==> config.mk <==
export PLATFORM = sky130hd
export DESIGN_NAME = seq_tx_1011_flat
export DESIGN_NICKNAME = d
export VERILOG_FILES = /design/src/rtl/seq_tx_1011_if.sv /design/src/rtl/seq_tx_1011.sv /design/src/flat_wrapper.sv
export SDC_FILE = /design/constraint.sdc
export NUM_CORES = 1
export LEC_CHECK = 0
export BUFFER_PORTS_ARGS = -buffer_cell sky130_fd_sc_hd__clkbuf_2
export CAP_MARGIN = 20
export CORE_MARGIN = 2
export CORE_UTILIZATION = 50
export CTS_CLUSTER_SIZE = 10
export DETAILED_ROUTE_END_ITERATION = 10
export PLACE_DENSITY_LB_ADDON = 0.3
export SETUP_SLACK_MARGIN = 0.15
export SLEW_MARGIN = 20
export SYNTH_ARGS = -nofsm -noshare
export SYNTH_HDL_FRONTEND = slang
export SYNTH_SLANG_ARGS = --single-unit
==> constraint.sdc <==
create_clock -name clk -period 1.6 [get_ports clk]
set_input_delay 0.16 -clock clk [delete_from_list [all_inputs] [get_ports clk]]
set_output_delay 0.16 -clock clk [all_outputs]
set_load 0.005 [all_outputs]
==> src/rtl/seq_tx_1011_if.sv <==
// Payload handshake and serial-output bundle for seq_tx_1011.
// The transmitter connects through the slave modport; the upstream source uses the master modport.
interface seq_tx_1011_if #(
   parameter int unsigned DATA_W = 8
);
   logic [DATA_W-1:0] data_in;
   logic              data_valid;
   logic              data_ready;
   logic              out_bit;
   logic              tx_busy;
   logic              frame_done;

   modport master (
      output data_in,
      output data_valid,
      input  data_ready,
      input  out_bit,
      input  tx_busy,
      input  frame_done
   );

   modport slave (
      input  data_in,
      input  data_valid,
      output data_ready,
      output out_bit,
      output tx_busy,
      output frame_done
   );
endinterface

==> src/rtl/seq_tx_1011.sv <==
// Framed serial transmitter: sync word, MSB-first payload, even parity, then forced zero gap.
// Each serial bit is held for CLKS_PER_BIT cycles; all outputs are registered.
module seq_tx_1011 #(
   parameter int unsigned       DATA_W       = 8,
   parameter int unsigned       SYNC_W       = 4,
   parameter logic [SYNC_W-1:0] SYNC_PATTERN = 4'b1011,
   parameter int unsigned       GAP_BITS     = 2,
   parameter int unsigned       CLKS_PER_BIT = 1
) (
   input logic          clk,
   input logic          reset,
   seq_tx_1011_if.slave bus
);
   localparam int unsigned MAX_SD   = (SYNC_W > DATA_W) ? SYNC_W : DATA_W;
   localparam int unsigned MAX_BITS = (MAX_SD > GAP_BITS) ? MAX_SD : GAP_BITS;
   localparam int unsigned CNT_W    = $clog2(MAX_BITS + 1);
   localparam int unsigned DIV_W    = $clog2(CLKS_PER_BIT + 1);

   localparam logic [CNT_W-1:0] SYNC_LAST = CNT_W'(SYNC_W - 1);
   localparam logic [CNT_W-1:0] DATA_LAST = CNT_W'(DATA_W - 1);
   localparam logic [CNT_W-1:0] GAP_LAST  = CNT_W'(GAP_BITS - 1);
   localparam logic [DIV_W-1:0] DIV_LAST  = DIV_W'(CLKS_PER_BIT - 1);

   typedef enum logic [2:0] {
      ST_IDLE,
      ST_SYNC,
      ST_DATA,
      ST_PARITY,
      ST_GAP
   } state_t;

   state_t            r_state;
   logic [CNT_W-1:0]  r_bit_cnt;
   logic [DIV_W-1:0]  r_div_cnt;
   logic [DATA_W-1:0] r_shift;
   logic [SYNC_W-1:0] r_sync;
   logic              r_parity;
   logic              r_out_bit;
   logic              r_busy;
   logic              r_done;
   logic              r_ready;

   logic              w_accept;
   logic              w_bit_end;

   assign w_accept  = bus.data_valid && r_ready;
   assign w_bit_end = (r_div_cnt == DIV_LAST);

   assign bus.data_ready = r_ready;
   assign bus.out_bit    = r_out_bit;
   assign bus.tx_busy    = r_busy;
   assign bus.frame_done = r_done;

   // out_bit is loaded one bit ahead: each transition presents the first bit of the next field.
   always_ff @(posedge clk) begin
      if (reset) begin
         r_state   <= ST_IDLE;
         r_bit_cnt <= '0;
         r_div_cnt <= '0;
         r_shift   <= '0;
         r_sync    <= '0;
         r_parity  <= 1'b0;
         r_out_bit <= 1'b0;
         r_busy    <= 1'b0;
         r_done    <= 1'b0;
         r_ready   <= 1'b1;
      end else begin
         r_done <= 1'b0;
         if (r_state != ST_IDLE) begin
            r_div_cnt <= w_bit_end ? '0 : r_div_cnt + DIV_W'(1);
         end
         unique case (r_state)
            ST_IDLE: begin
               if (w_accept) begin
                  r_state   <= ST_SYNC;
                  r_bit_cnt <= '0;
                  r_div_cnt <= '0;
                  r_shift   <= bus.data_in;
                  r_parity  <= ^bus.data_in;
                  r_out_bit <= SYNC_PATTERN[SYNC_W-1];
                  r_sync    <= SYNC_PATTERN << 1;
                  r_busy    <= 1'b1;
                  r_ready   <= 1'b0;
               end
            end
            ST_SYNC: begin
               if (w_bit_end) begin
                  if (r_bit_cnt == SYNC_LAST) begin
                     r_state   <= ST_DATA;
                     r_bit_cnt <= '0;
                     r_out_bit <= r_shift[DATA_W-1];
                     r_shift   <= r_shift << 1;
                  end else begin
                     r_bit_cnt <= r_bit_cnt + CNT_W'(1);
                     r_out_bit <= r_sync[SYNC_W-1];
                     r_sync    <= r_sync << 1;
                  end
               end
            end
            ST_DATA: begin
               if (w_bit_end) begin
                  if (r_bit_cnt == DATA_LAST) begin
                     r_state   <= ST_PARITY;
                     r_bit_cnt <= '0;
                     r_out_bit <= r_parity;
                  end else begin
                     r_bit_cnt <= r_bit_cnt + CNT_W'(1);
                     r_out_bit <= r_shift[DATA_W-1];
                     r_shift   <= r_shift << 1;
                  end
               end
            end
            ST_PARITY: begin
               if (w_bit_end) begin
                  r_state   <= ST_GAP;
                  r_bit_cnt <= '0;
                  r_out_bit <= 1'b0;
                  r_done    <= 1'b1;
               end
            end
            ST_GAP: begin
               if (w_bit_end) begin
                  if (r_bit_cnt == GAP_LAST) begin
                     r_state   <= ST_IDLE;
                     r_bit_cnt <= '0;
                     r_busy    <= 1'b0;
                     r_ready   <= 1'b1;
                  end else begin
                     r_bit_cnt <= r_bit_cnt + CNT_W'(1);
                  end
               end
            end
            default: begin
               r_state <= ST_IDLE;
               r_busy  <= 1'b0;
               r_ready <= 1'b1;
            end
         endcase
      end
   end
endmodule

==> src/flat_wrapper.sv <==
// flat-port wrapper written by rule: the top's interface ports become plain ports
module seq_tx_1011_flat 
#(
   parameter int unsigned       DATA_W       = 8,
   parameter int unsigned       SYNC_W       = 4,
   parameter logic [SYNC_W-1:0] SYNC_PATTERN = 4'b1011,
   parameter int unsigned       GAP_BITS     = 2,
   parameter int unsigned       CLKS_PER_BIT = 1
)
  (clk, reset, bus_data_in, bus_data_valid, bus_data_ready, bus_out_bit, bus_tx_busy, bus_frame_done);
  seq_tx_1011_if #(.DATA_W(DATA_W)) bus_i ();
  input logic clk;
  input logic reset;
  input wire logic [$bits(bus_i.data_in)-1:0] bus_data_in;
  input wire logic [$bits(bus_i.data_valid)-1:0] bus_data_valid;
  output wire logic [$bits(bus_i.data_ready)-1:0] bus_data_ready;
  output wire logic [$bits(bus_i.out_bit)-1:0] bus_out_bit;
  output wire logic [$bits(bus_i.tx_busy)-1:0] bus_tx_busy;
  output wire logic [$bits(bus_i.frame_done)-1:0] bus_frame_done;
  assign bus_i.data_in = bus_data_in;
  assign bus_i.data_valid = bus_data_valid;
  assign bus_data_ready = bus_i.data_ready;
  assign bus_out_bit = bus_i.out_bit;
  assign bus_tx_busy = bus_i.tx_busy;
  assign bus_frame_done = bus_i.frame_done;
  seq_tx_1011 #(.DATA_W(DATA_W), .SYNC_W(SYNC_W), .SYNC_PATTERN(SYNC_PATTERN), .GAP_BITS(GAP_BITS), .CLKS_PER_BIT(CLKS_PER_BIT)) u_core (.clk(clk), .reset(reset), .bus(bus_i));
endmodule
==> impl_results.md <==
- Largest buffer count on any clock path: 2
- Total length of routed wires: 4220 µm
- Combinational family with the most area after synthesis: compound AO/OA/AOI/OAI gates
- Die area: 3490 µm²
- Worst Hold End: u_core.r_shift[4]
- Worst path required time: 1850 ps
- Post-synthesis adder-cell area fraction: 0.0165
- Final RePlAce weighted congestion: 0.923
- Mapped Cells: 175
- Total chip power: 3.27 mW
- Gr ovfl total: 0
- Fmax achieved: 640 MHz
- Violation count after the first detailed-routing iteration: 105
- Kind of launch point of the worst setup path: register
- Critical hold path startpoint: bus_data_in[4]
- Count of port buffers added during placement: 14
- Capture point of the worst reg-to-reg path: u_core.r_shift[7]
- Share of the synthesized area in compound gates (AO/OA/AOI/OAI): 0.321
- Worst slew pin tran: 385 ps
- Height of the die: 59.1 µm
- Number of cells on the worst hold path: 3
- Nets: 219
- Share of synthesized area spent on multiplexers: 0.00660
- Max rail drop VDD: 0.000716 V
- Status: completed
- Share of async-settable or async-resettable flops after synthesis: 0
- Top-level I/O count: 15
- Highest net fanout along the worst path: 7
- Final ANT Viol Nets: 0
- Overall fraction of global-route tracks in use: 0.250
- Cell area after synthesis: 1520 µm²
- Primary FF master, synth: sky130_fd_sc_hd__dfxtp_1
- Hold Buf Count CTS: 0
- Starting utilization of the core area: 0.536
- Pre-CTS setup slack: 5.03 ps
- RSZ-0062 raised after global routing: true
- Largest net degree at the start of global routing: 21
- Post-DR wirelength/cell: 17.9 µm
- Leading post-synthesis cells by instance count: 24 x sky130_fd_sc_hd__dfxtp_1, 13 x sky130_fd_sc_hd__nand2_1, 13 x sky130_fd_sc_hd__o21ai_0, 10 x sky130_fd_sc_hd__nor2_1
- Yosys reg bits: 24
- WS Path Type: register to register
- Fill cell count: 209
- Initial antenna violation count: 0
- Relative slew slack: 0.741
- Synthesized-area fraction occupied by xor and xnor cells: 0.0569
- Synthesis Warnings: 0
- Number of rows created at floorplan: 19
- Count of max-cap constraint violations: 0
- Fin Clk Skew: 8.47 ps
- Clock Sink Count: 24
- Total power per unit cell area: 1710 nW/µm²
- Reg2reg start: u_core.r_bit_cnt[1]
- Cell Count, Final, Fillers Out: 236
- Tightest hold margin: 139 ps
- Core area: 2830 µm²
- CP Data Arrival Time: 1810 ps
- Fraction of the cycle the final worst path needs: 0.977
- Number of pins with negative max-slew slack in the final report: 0
- Total CTS buffers: 3
- Half-perimeter wire length after placement: 2610 µm
- Residual DRC: 0
- Simple-gate area share of the yosys netlist: 0.203
- Static Leakage: 0.677 nW
- Synth area leader: sky130_fd_sc_hd__dfxtp_1
- Area added between synthesis and finish: 26.2%
- Final Worst Setup Slack: 37.3 ps
- Total vias in the final route: 1575
- Number of placed instances, taps included: 220
- Count leader, synth: sky130_fd_sc_hd__dfxtp_1
- Hold violation total from the final report: 0
- Hold Crit Class: input port to register
- EDFF count, synth: 0
- Clock tree root buffer cell: sky130_fd_sc_hd__clkbuf_4
- Min Clock Period, post-route: 1560 ps
- Count of distinct cell types in the synthesized netlist: 53
- Initial DRT Pass Iterations: 4
- Post-Synthesis Net Count: 188
- Average instance area after synthesis: 8.67 µm²
- Register-to-Register Setup Slack: 40 ps
- CTS tree: done
- Top cell type's share of synthesized area: 0.317
- Die outline width: 59.1 µm
- Wire length of the first global-routing pass: 6800 µm
- Cells taking the most area after synthesis: sky130_fd_sc_hd__dfxtp_1 32%, sky130_fd_sc_hd__a311oi_2 6.9%, sky130_fd_sc_hd__xnor2_1 4.6%
- Kind of end point of the critical path: register
- Fraction of final layout cells with drive strength greater than 1: 0.405
- Sequential cell area fraction in the yosys report: 0.317
- Clock latency at the later pin of the worst-skew pair: 330 ps
- Via/cell ratio: 6.67
- Reg clk slew, reported paths: 140 ps
- # diodes: 0
- Deepest level of the CTS H-tree: 1
- Final setup fails: 0
- Via count of the first global-routing pass: 1513
- Cell count of the worst reg-to-reg path: 5
[placed cells by master, fill, tap and decap left out, drive strengths merged, types with 3 or more instances in the layout]
| cell type | instances |
|---|---|
| a211oi | 3 |
| nand3b | 3 |
| o21a | 3 |
| a32o | 3 |
| buf | 24 |
| nor2b | 3 |
| inv | 9 |
| nor2 | 11 |
| a31oi | 9 |
| dfxtp | 24 |
| clkbuf | 18 |
| nand3 | 6 |
| a21oi | 9 |
| xnor2 | 9 |
| a311oi | 8 |
| o221ai | 3 |
| nand2 | 13 |
| o21ai | 15 |
| o211ai | 4 |
| nor3b | 3 |
[power by group]
part | switching, mW | internal (mW)
combinational | 1.07 | 0.889
clock | 0.193 | 0.139
sequential | 0.185 | 0.794
[state kept, by name, summed over array words and instances (netlist names)]
signal and flops:
u_core.bus.out_bit 1, u_core.bus.data_ready 1, u_core.r_bit_cnt 4, u_core.r_div_cnt 1
u_core.bus.frame_done 1, u_core.bus.tx_busy 1, u_core.r_shift 8, u_core.r_state 3
u_core.r_sync 3, u_core.r_parity 1
[metal layers]
layer  up-vias  GRT usage  part of all wire
li1        719          -                 -
met2        91      0.389              0.46
met5         -          0                 0
met3        20     0.0349             0.081
met4         0      0.110             0.028
met1       745      0.342              0.44
[cell families (layout without fill, tap and decap cells)]
| group | Yosys count | in the layout |
|---|---|---|
| AOI/OAI and AO/OA | 62 | 64 |
| xor gates and xnor gates | 9 | 9 |
| adders and majority gates | 2 | 2 |
| buffers and inverters | 23 | 51 |
| DFF | 24 | 24 |
| muxes | 1 | 1 |
| and+or+nand+nor | 54 | 54 |
[worst max-delay path: stages (launching register included)]
cell and delay [ps]:
sky130_fd_sc_hd__dfxtp_4 390, sky130_fd_sc_hd__ha_4 160, sky130_fd_sc_hd__nand3b_1 170, sky130_fd_sc_hd__a32o_2 350, sky130_fd_sc_hd__and3_4 210, sky130_fd_sc_hd__a311oi_2 220
[stage by stage]
step | util | setup TNS [ps] | instance area, µm²
2_1_floorplan | - | 0 | 1550
3_3_place_gp | 0.592 | 0 | 1680
3_5_place_dp | 0.592 | 0 | 1680
4_1_cts | 0.633 | 0 | 1790
5_1_grt | 0.677 | -39.1 | 1920
6_report | 0.677 | 0 | 1920
[how the worst max path moves through the flow]
stage               slack (ps)  cells after the start                  end                start
finish                      40                      5    u_core.r_shift[7]  u_core.r_bit_cnt[1]
floorplan                  110                      7    u_core.r_shift[1]  u_core.r_bit_cnt[0]
global route               -20                      5    u_core.r_shift[2]  u_core.r_bit_cnt[1]
CTS                         90                      5    u_core.r_shift[7]  u_core.r_bit_cnt[1]
global placement            80                      5  u_core.r_bit_cnt[0]    u_core.r_state[0]
detailed placement           5                      5  u_core.r_bit_cnt[0]    u_core.r_state[1]
[layout make-up]
type | instances | area [µm²] | area share
inverters | 9 | 33.8 | 0.0176
flip-flops and latches | 24 | 500 | 0.261
well taps | 31 | 38.8 | 0.0202
clock buffers | 4 | 36.3 | 0.0189
multi-input cells | 130 | 1050 | 0.549
repair buffers | 38 | 254 | 0.133
[repair_timing]
action	4_1_cts	5_1_grt
setup endpoints to repair	18	22
buffers inserted	5	5
pin swaps	5	5
cloned	1	1
gates resized for setup	9	19
Note: power is estimated with default switching activity, not from simulation.
